`src/rtl/pipe_ctrl.sv`:
```
// Pipeline hazard/exception controller: per-stage stall vector, single-cycle flush
// with redirect target, post-flush recovery guard, and stall/flush statistics.
module pipe_ctrl #(
  parameter logic [31:0] HANDLER_ADDR   = 32'h00000020,
  parameter int unsigned RECOVER_CYCLES = 2
) (
  input  logic        clk,
  input  logic        rst,
  input  logic        stallreq_from_if,
  input  logic        stallreq_from_id,
  input  logic        stallreq_from_ex,
  input  logic        stallreq_from_mem,
  input  logic [31:0] excepttype_i,
  input  logic [31:0] cp0_epc_i,
  output logic [5:0]  stall,
  output logic        flush,
  output logic [31:0] new_pc,
  output logic [31:0] stall_cycles_o,
  output logic [15:0] flush_count_o
);

  localparam logic [31:0] ERET_CODE = 32'h0000000E;
  localparam logic [3:0]  REC_LOAD  = 4'(RECOVER_CYCLES);

  typedef enum logic [1:0] {
    ST_RUN     = 2'd0,
    ST_FLUSH   = 2'd1,
    ST_RECOVER = 2'd2
  } state_e;

  state_e      state_q;
  logic        flush_q;
  logic [31:0] new_pc_q;
  logic [3:0]  rec_cnt_q;
  logic [15:0] flush_count_q;
  logic [31:0] stall_cycles_q;
  logic [31:0] stall_cycles_d;
  logic [5:0]  stall_s;

  // The deepest requesting stage wins; it holds itself and everything upstream.
  function automatic logic [5:0] stall_vec(input logic mem, input logic ex,
                                           input logic id, input logic ifs);
    logic [5:0] v;
    if (mem) begin
      v = 6'b011111;
    end else if (ex) begin
      v = 6'b001111;
    end else if (id) begin
      v = 6'b000111;
    end else if (ifs) begin
      v = 6'b000011;
    end else begin
      v = 6'b000000;
    end
    return v;
  endfunction

  // Stall vector selection by controller state.
  always_comb begin
    stall_s = 6'b000000;
    case (state_q)
      ST_RUN:     stall_s = stall_vec(stallreq_from_mem, stallreq_from_ex,
                                      stallreq_from_id, stallreq_from_if);
      ST_FLUSH:   stall_s = 6'b000000;
      ST_RECOVER: stall_s = stall_vec(1'b0, 1'b0, stallreq_from_id, stallreq_from_if);
      default:    stall_s = 6'b000000;
    endcase
  end

  // Saturating stall-cycle counter next value.
  always_comb begin
    stall_cycles_d = stall_cycles_q;
    if (stall_s[0] && (stall_cycles_q != 32'hFFFFFFFF)) begin
      stall_cycles_d = stall_cycles_q + 32'd1;
    end else begin
      stall_cycles_d = stall_cycles_q;
    end
  end

  // Controller FSM with registered flush, redirect target and flush statistics.
  always_ff @(posedge clk or negedge rst) begin
    if (!rst) begin
      state_q       <= ST_RUN;
      flush_q       <= 1'b0;
      new_pc_q      <= 32'h00000000;
      rec_cnt_q     <= 4'd0;
      flush_count_q <= 16'd0;
    end else begin
      case (state_q)
        ST_RUN: begin
          if (excepttype_i != 32'h00000000) begin
            state_q       <= ST_FLUSH;
            flush_q       <= 1'b1;
            new_pc_q      <= (excepttype_i == ERET_CODE) ? cp0_epc_i : HANDLER_ADDR;
            flush_count_q <= flush_count_q + 16'd1;
          end else begin
            flush_q <= 1'b0;
          end
        end
        ST_FLUSH: begin
          state_q   <= ST_RECOVER;
          flush_q   <= 1'b0;
          rec_cnt_q <= REC_LOAD;
        end
        ST_RECOVER: begin
          flush_q <= 1'b0;
          // A load below 1 would never terminate by decrement, so <= catches it too.
          if (rec_cnt_q <= 4'd1) begin
            state_q   <= ST_RUN;
            rec_cnt_q <= 4'd0;
          end else begin
            rec_cnt_q <= rec_cnt_q - 4'd1;
          end
        end
        default: begin
          state_q   <= ST_RUN;
          flush_q   <= 1'b0;
          rec_cnt_q <= 4'd0;
        end
      endcase
    end
  end

  // Stall-cycle statistics register.
  always_ff @(posedge clk or negedge rst) begin
    if (!rst) begin
      stall_cycles_q <= 32'h00000000;
    end else begin
      stall_cycles_q <= stall_cycles_d;
    end
  end

  assign stall          = stall_s;
  assign flush          = flush_q;
  assign new_pc         = new_pc_q;
  assign stall_cycles_o = stall_cycles_q;
  assign flush_count_o  = flush_count_q;

endmodule

```
`config.mk`:
```
export PLATFORM = sky130hd
export DESIGN_NAME = pipe_ctrl
export DESIGN_NICKNAME = d
export VERILOG_FILES = /design/src/rtl/pipe_ctrl.sv
export SDC_FILE = /design/constraint.sdc
export NUM_CORES = 1
export LEC_CHECK = 0
export BUFFER_PORTS_ARGS = -buffer_cell sky130_fd_sc_hd__buf_2
export CAP_MARGIN = 20
export CORE_ASPECT_RATIO = 1.1
export CORE_MARGIN = 1.5
export CORE_UTILIZATION = 30
export DETAILED_ROUTE_END_ITERATION = 8
export HOLD_SLACK_MARGIN = 0.12
export PLACE_DENSITY_LB_ADDON = 0.2
export SETUP_SLACK_MARGIN = 0.15
export SYNTH_ARGS = -nofsm -noshare
export SYNTH_HDL_FRONTEND = slang
export SYNTH_SLANG_ARGS = --single-unit
```
`constraint.sdc`:
```
create_clock -name clk -period 2.3 [get_ports clk]
set_input_delay 0.115 -clock clk [delete_from_list [all_inputs] [get_ports clk]]
set_output_delay 0.115 -clock clk [all_outputs]
set_load 0.01 [all_outputs]
```
# Word level (Yosys, flattened, before mapping)

Cells that the tools add are included.

Reductions and logical operators: 5
$add $sub $neg: 3
Magnitude comparators: 1
Eq/ne operators: 6
Multiplexer cells: 13

Operators by type and width:

| operator                                                                          | number |
|---|---|
| 32-bit by 1-bit adder with 32-bit output (second input constant)                  | 1 |
| 32-bit by 4-bit equality test with 1-bit output (second input constant)           | 1 |
| 32-bit 2-to-1 mux                                                                 | 1 |
| 32-bit inequality test (second input constant)                                    | 1 |
| 32-bit nonzero test                                                               | 1 |
| 16-bit by 1-bit adder with 16-bit output (second input constant)                  | 1 |
| 4-bit case mux with 3 select lines                                                | 1 |
| 6-bit case mux with 2 select lines                                                | 1 |
| 4-bit 2-to-1 mux                                                                  | 2 |
| 2-bit 2-to-1 mux                                                                  | 3 |
| 2-bit case mux with 3 select lines                                                | 1 |
| 5-bit 2-to-1 mux                                                                  | 1 |
| 4-bit by 1-bit less-or-equal comparator with 1-bit output (second input constant) | 1 |
| 2-bit inequality test (second input constant)                                     | 2 |
| 2-bit AND reduction                                                               | 2 |
| 4-bit by 1-bit subtractor with 4-bit output (second input constant)               | 1 |
| 3-bit 2-to-1 mux                                                                  | 1 |
| 2-bit by 1-bit equality test with 1-bit output (second input constant)            | 1 |
| 2-bit equality test (second input constant)                                       | 1 |
| 2-bit zero test                                                                   | 1 |
| 1-bit 2-to-1 mux                                                                  | 2 |
| 1-bit logical AND                                                                 | 1 |

Output and inout bits: 87
Input port bits: 70
Register bits: 87

# Longest topological paths before layout

Depth after elaboration: 6
Mapped depth: 9

# Least setup slack after synthesis

Ideal clock, no wire load.

Kind: reg2reg
Start point: reg state_q[0]
End point: reg stall_cycles_q[30], in the netlist stall_cycles_o[30]
Period minus slack after synthesis: 2.035 ns
Path buffers: 1
Stages on the path, launching flop included: 9
Data arrival time: 1.908 ns
Slack: 0.265 ns
Cell sequence: dfrtp_1 > inv_1 > ha_1 > clkbuf_2 > o21a_1 > o32ai_2 > nor4_2 > nand4_1 > xnor2_1

Longest elaborated chain between the ends: 3
Elaborated cells between the ends (all ways): 4
Those cells by class: eq/ne (1); mux (1); reduce/logical (2)

Ends and longest elaborated chain:

| what                                                   | line | source |
|---|---|---|
| start: declaration                                     | 31   | `state_e state_q;` |
| start signal: assignment                               | 83   | `state_q <= ST_RUN;` |
| start signal: assignment                               | 92   | `state_q <= ST_FLUSH;` |
| start signal: assignment                               | 101  | `state_q <= ST_RECOVER;` |
| 2-bit equality test or 2-bit zero test (tied branches) | 61   | `case (state_q)` |
| 6-bit case mux with 2 select lines *                   | 61   |  |
| 1-bit logical AND *                                    | 73   | `if (stall_s[0] && (stall_cycles_q != 32'hFFFFFFFF)) begin` |
| end signal: assignment                                 | 129  | `stall_cycles_q <= stall_cycles_d;` |
| end: declaration                                       | 36   | `logic [31:0] stall_cycles_q;` |

Mark *: on every way between the ends. The rest lies on a longest branch, timed or not.
A chain may end at the register's enable or synchronous reset.

# Final worst setup path

Start point: reg state_q[1]
End point: reg stall_cycles_q[27], in the netlist stall_cycles_o[27]

Same word-level chain as after synthesis.

==> flow_summary.rst <==
.. list-table::
   :header-rows: 1

   * - Metric
     - Value
   * - Result of the run
     - complete, no violations
   * - Largest family of logic cells by synthesized area
     - simple AND/OR/NAND/NOR gates
   * - Master cell of the clock root buffer
     - sky130_fd_sc_hd__clkbuf_16
   * - Post-CTS clock slew at the launch and capture registers of the worst setup and hold paths
     - approximately 0.06 ns
   * - Routed wire length
     - 10500 um
   * - Initial cell density of the core
     - 0.3096
   * - Launch point of the worst hold path
     - excepttype_i[1]
   * - Die width
     - approximately 110 um
   * - Maximum level of the CTS H-tree
     - 3
   * - Data arrival time of the critical path
     - 2.23 ns
   * - Top fanout value on the critical path
     - 14
   * - Top-Level Pins
     - roughly 160
   * - Inserted Clock Buffers
     - 9
   * - Share of synthesized area spent on multiplexers
     - 0.008224
   * - Unrepaired setup endpoints after global routing
     - yes
   * - Yosys warning total
     - 0
   * - Period Utilization, post-route
     - 0.8715
   * - Hold WS
     - 0.2032 ns
   * - Worst clock skew on the final layout
     - roughly 0.0081 ns
   * - Number of distinct library cells after synthesis
     - 37
   * - Rows
     - 44
   * - Source-to-sink clock delay at the later pin of the worst-skew pair
     - between 0.3 and 0.4 ns
   * - Fraction of final layout cells with drive strength greater than 1
     - 0.3138
   * - Worst ir drop on vdd
     - about 310 uV
   * - Maximum achievable frequency
     - 498.9 MHz
   * - Flops & latches, synth
     - 87
   * - Die boundary height
     - approximately 130 um
   * - Total number of vias
     - approximately 3700
   * - Max-cap violations
     - 0
   * - Ratio of routed vias to standard cells
     - 4.603
   * - Share of the synthesized area in compound gates (AO/OA/AOI/OAI)
     - 0.08072
   * - Normalized max-slew margin
     - 0.6326
   * - Kind of critical path
     - flop to flop
   * - Drt first-iter violations
     - roughly 130
   * - Placed Area
     - 0.005132 mm2
   * - Final Instance Area
     - ~0.0058 mm2
   * - Critical path capture point type
     - flop
   * - Post-Synth XOR/XNOR Area
     - 0.09382
   * - Setup slack after layout
     - 0.2956 ns
   * - Wire length per cell after detailed routing
     - between 10 and 15 um
   * - Area fraction in and, or, nand and nor cells after synthesis
     - 0.2300
   * - Synth Cell Area
     - 0.004108 mm2
   * - Final nets
     - about 690
   * - Antenna fix cells
     - 0
   * - Data required time at the worst endpoint
     - between 2 and 3 ns
   * - Crit Reg-Reg Startpoint
     - state_q[1]
   * - Remaining antenna violation count
     - 0
   * - Number of global-route vias before repair
     - 3673
   * - P per Cell Area
     - a little over 700 mW/mm2
   * - Post-Place Setup Slack
     - roughly 0.21 ns
   * - Routability congestion estimate from global placement
     - 0.7890
   * - Clk buf depth
     - 2
   * - Pin count of the biggest net entering global routing
     - 54
   * - Number of optimization iterations in the first detailed-route pass
     - 4
   * - DRC violation count after routing
     - 0
   * - Die footprint
     - 0.01440 mm2
   * - Transition time at the pin with the least slew margin
     - between 0.5 and 0.6 ns
   * - Total negative slack for setup checks
     - 0 ns
   * - Half-perimeter wire length after detailed placement
     - ~7500 um
   * - Number of standard cells in the layout, taps in and fillers out
     - ~800
   * - Gate Count Post-Synth
     - 421
   * - Global-route congestion overflow total
     - 0
   * - Combined global-route utilization of all metal layers
     - 0.1516
   * - Seq/Total Area, Yosys
     - 0.5300
   * - Placed cell count
     - 750
   * - Kind of start point of the critical path
     - flop
   * - Leakage dissipation
     - 2.841 nW
   * - Sinks on the clock net
     - 87
   * - Slew Limit Fails
     - 0
   * - Number of antenna violations at the first check in global routing
     - 0
   * - Mean cell area of the mapped netlist
     - between 9 and 10 um2
   * - Final hold vios
     - 0
   * - Count of fill cells added during filler insertion
     - 1271
   * - First-pass GRT wire length
     - about 18000 um
   * - Area of the placeable core
     - approximately 0.013 mm2
   * - Clock tree from TritonCTS
     - yes
   * - Number of buffers inserted by post-CTS setup repair
     - 0
   * - Adder-Cell Fraction of Synth Area
     - 0.02437
   * - Crit path launch
     - state_q[1]
   * - Synthesized netlist net count
     - about 500
   * - P&R area growth vs syn
     - 41.27%
   * - Final setup violating endpoints
     - 0
   * - Port bufs
     - ~160
   * - Final period demand of the worst path
     - roughly 2 ns
   * - Worst min-delay path class
     - input pin to flop
==> final cells by class <==
cell class,instances,area (um2),share of cell area
timing repair buffer,196,1206,0.2078
tap,184,230.2,0.03967
inverter,12,45.04,0.007762
clock buffer,12,266.5,0.04593
sequential,87,2177,0.3752
multi-input combinational,304,1826,0.3146
clock inverter,4,52.55,0.009056
==> cell families (layout without fill, tap and decap cells) <==
logic type,after synthesis,count (layout)
adders and majority gates,8,8
buffers and inverters,30,224
and+or+nand+nor,194,194
DFF,87,87
other,1,1
AOI/OAI and AO/OA,54,54
muxes,3,3
xor gates and xnor gates,44,44
==> what timing repair did <==
item / in CTS / in global routing
hold endpoints to repair: 71 / 0
resized for setup: 1 / 3
pin swaps: 0 / 1
hold buffers: 33 / 0
endpoints found under the setup margin: 2 / 6
==> placed cells by master (no fill, tap or decap), types with 2 or more instances in the layout <==
cell and instances:
sky130_fd_sc_hd__buf_2 154, sky130_fd_sc_hd__dfrtp_1 87, sky130_fd_sc_hd__nand2_1 82, sky130_fd_sc_hd__o21ai_0 37, sky130_fd_sc_hd__dlygate4sd3_1 33, sky130_fd_sc_hd__xnor2_1 28
sky130_fd_sc_hd__nand3_1 22, sky130_fd_sc_hd__nand4_1 21, sky130_fd_sc_hd__xor2_1 16, sky130_fd_sc_hd__nor2_1 15, sky130_fd_sc_hd__nor3_1 15, sky130_fd_sc_hd__nor4_1 12
sky130_fd_sc_hd__inv_1 11, sky130_fd_sc_hd__clkbuf_16 9, sky130_fd_sc_hd__and3_1 8, sky130_fd_sc_hd__ha_1 8, sky130_fd_sc_hd__buf_4 6, sky130_fd_sc_hd__and2_1 4
sky130_fd_sc_hd__a21oi_1 4, sky130_fd_sc_hd__or3_1 3, sky130_fd_sc_hd__mux2_2 3, sky130_fd_sc_hd__or2_2 3, sky130_fd_sc_hd__o211ai_1 3, sky130_fd_sc_hd__clkbuf_8 3
sky130_fd_sc_hd__buf_12 3, sky130_fd_sc_hd__and4_1 2, sky130_fd_sc_hd__o21a_1 2, sky130_fd_sc_hd__nor2b_1 2, sky130_fd_sc_hd__clkinv_4 2
==> report_power, final <==
group	switching (mW)	total (mW)	internal [mW]
Combinational	0.481	0.843	0.363
Clock	0.603	1.54	0.933
Sequential	0.116	1.74	1.63
Total	1.20	4.12	2.92
==> synthesized netlist by cell type, drive strengths merged <==
master / instances / area share
dfrtp: 87 / 0.53
nand2: 82 / 0.075
o21ai: 37 / 0.045
xnor2: 28 / 0.060
nand3: 22 / 0.027
nand4: 21 / 0.032
nor3: 16 / 0.019
xor2: 16 / 0.034
nor2: 15 / 0.014
nor4: 14 / 0.024
inv: 12 / 0.011
buf: 10 / 0.013
and3: 8 / 0.012
clkbuf: 8 / 0.0076
ha: 8 / 0.024
and2: 5 / 0.0076
a21oi: 4 / 0.0049
mux2: 3 / 0.0082
o211ai: 3 / 0.0055
o21a: 3 / 0.0055
or2: 3 / 0.0046
or3: 3 / 0.0046
a31oi: 2 / 0.0046
and4: 2 / 0.0043
nor2b: 2 / 0.0030
a21o: 1 / 0.0018
conb: 1 / 0.00091
o22a: 1 / 0.0021
o31a: 1 / 0.0021
o31ai: 1 / 0.0052
o32ai: 1 / 0.0040
or4b: 1 / 0.0024
==> through the flow <==
stage / utilization / power, mW
6_report: 0.4374 / 4.123
3_3_place_gp: 0.3868 / 2.552
3_5_place_dp: 0.3868 / 2.576
5_1_grt: 0.4374 / 4.367
4_1_cts: 0.4366 / 4.186
2_1_floorplan: - / 2.238
==> flip-flops by register name, indices dropped and copies added (netlist names) <==
signal          count
state_q             2
rec_cnt_q           4
flush               1
new_pc             32
stall_cycles_o     32
flush_count_o      16
==> final timing paths <==
kind | to | slack (ns) | cells after the start
max in group asynchronous | stall_cycles_o[2] | 1.36 | 3
hold / removal | new_pc[5] | 0.20 | 4
setup reg to reg | stall_cycles_o[27] | 0.30 | 7
setup / recovery | stall_cycles_o[27] | 0.30 | 7
min in group asynchronous | new_pc[18] | 0.30 | 2
hold reg to reg | new_pc[19] | 0.47 | 2
==> per-layer routing <==
metal  share of wire  GRT usage  vias up
met5               0          0        -
met4           0.014    0.04779        0
met3           0.069    0.05390       14
met2            0.48     0.2430      111
met1            0.44     0.1908     1729
li1                -          -     1824
==> critical path: stages (launching register included) <==
cell and delay [ns]:
sky130_fd_sc_hd__dfrtp_1 0.40, sky130_fd_sc_hd__inv_1 0.11, sky130_fd_sc_hd__ha_1 0.18, sky130_fd_sc_hd__buf_4 0.21, sky130_fd_sc_hd__o32ai_4 0.17, sky130_fd_sc_hd__nor4_1 0.49
sky130_fd_sc_hd__o211ai_1 0.18, sky130_fd_sc_hd__xnor2_1 0.16
Power figures use the tool's default switching activity.
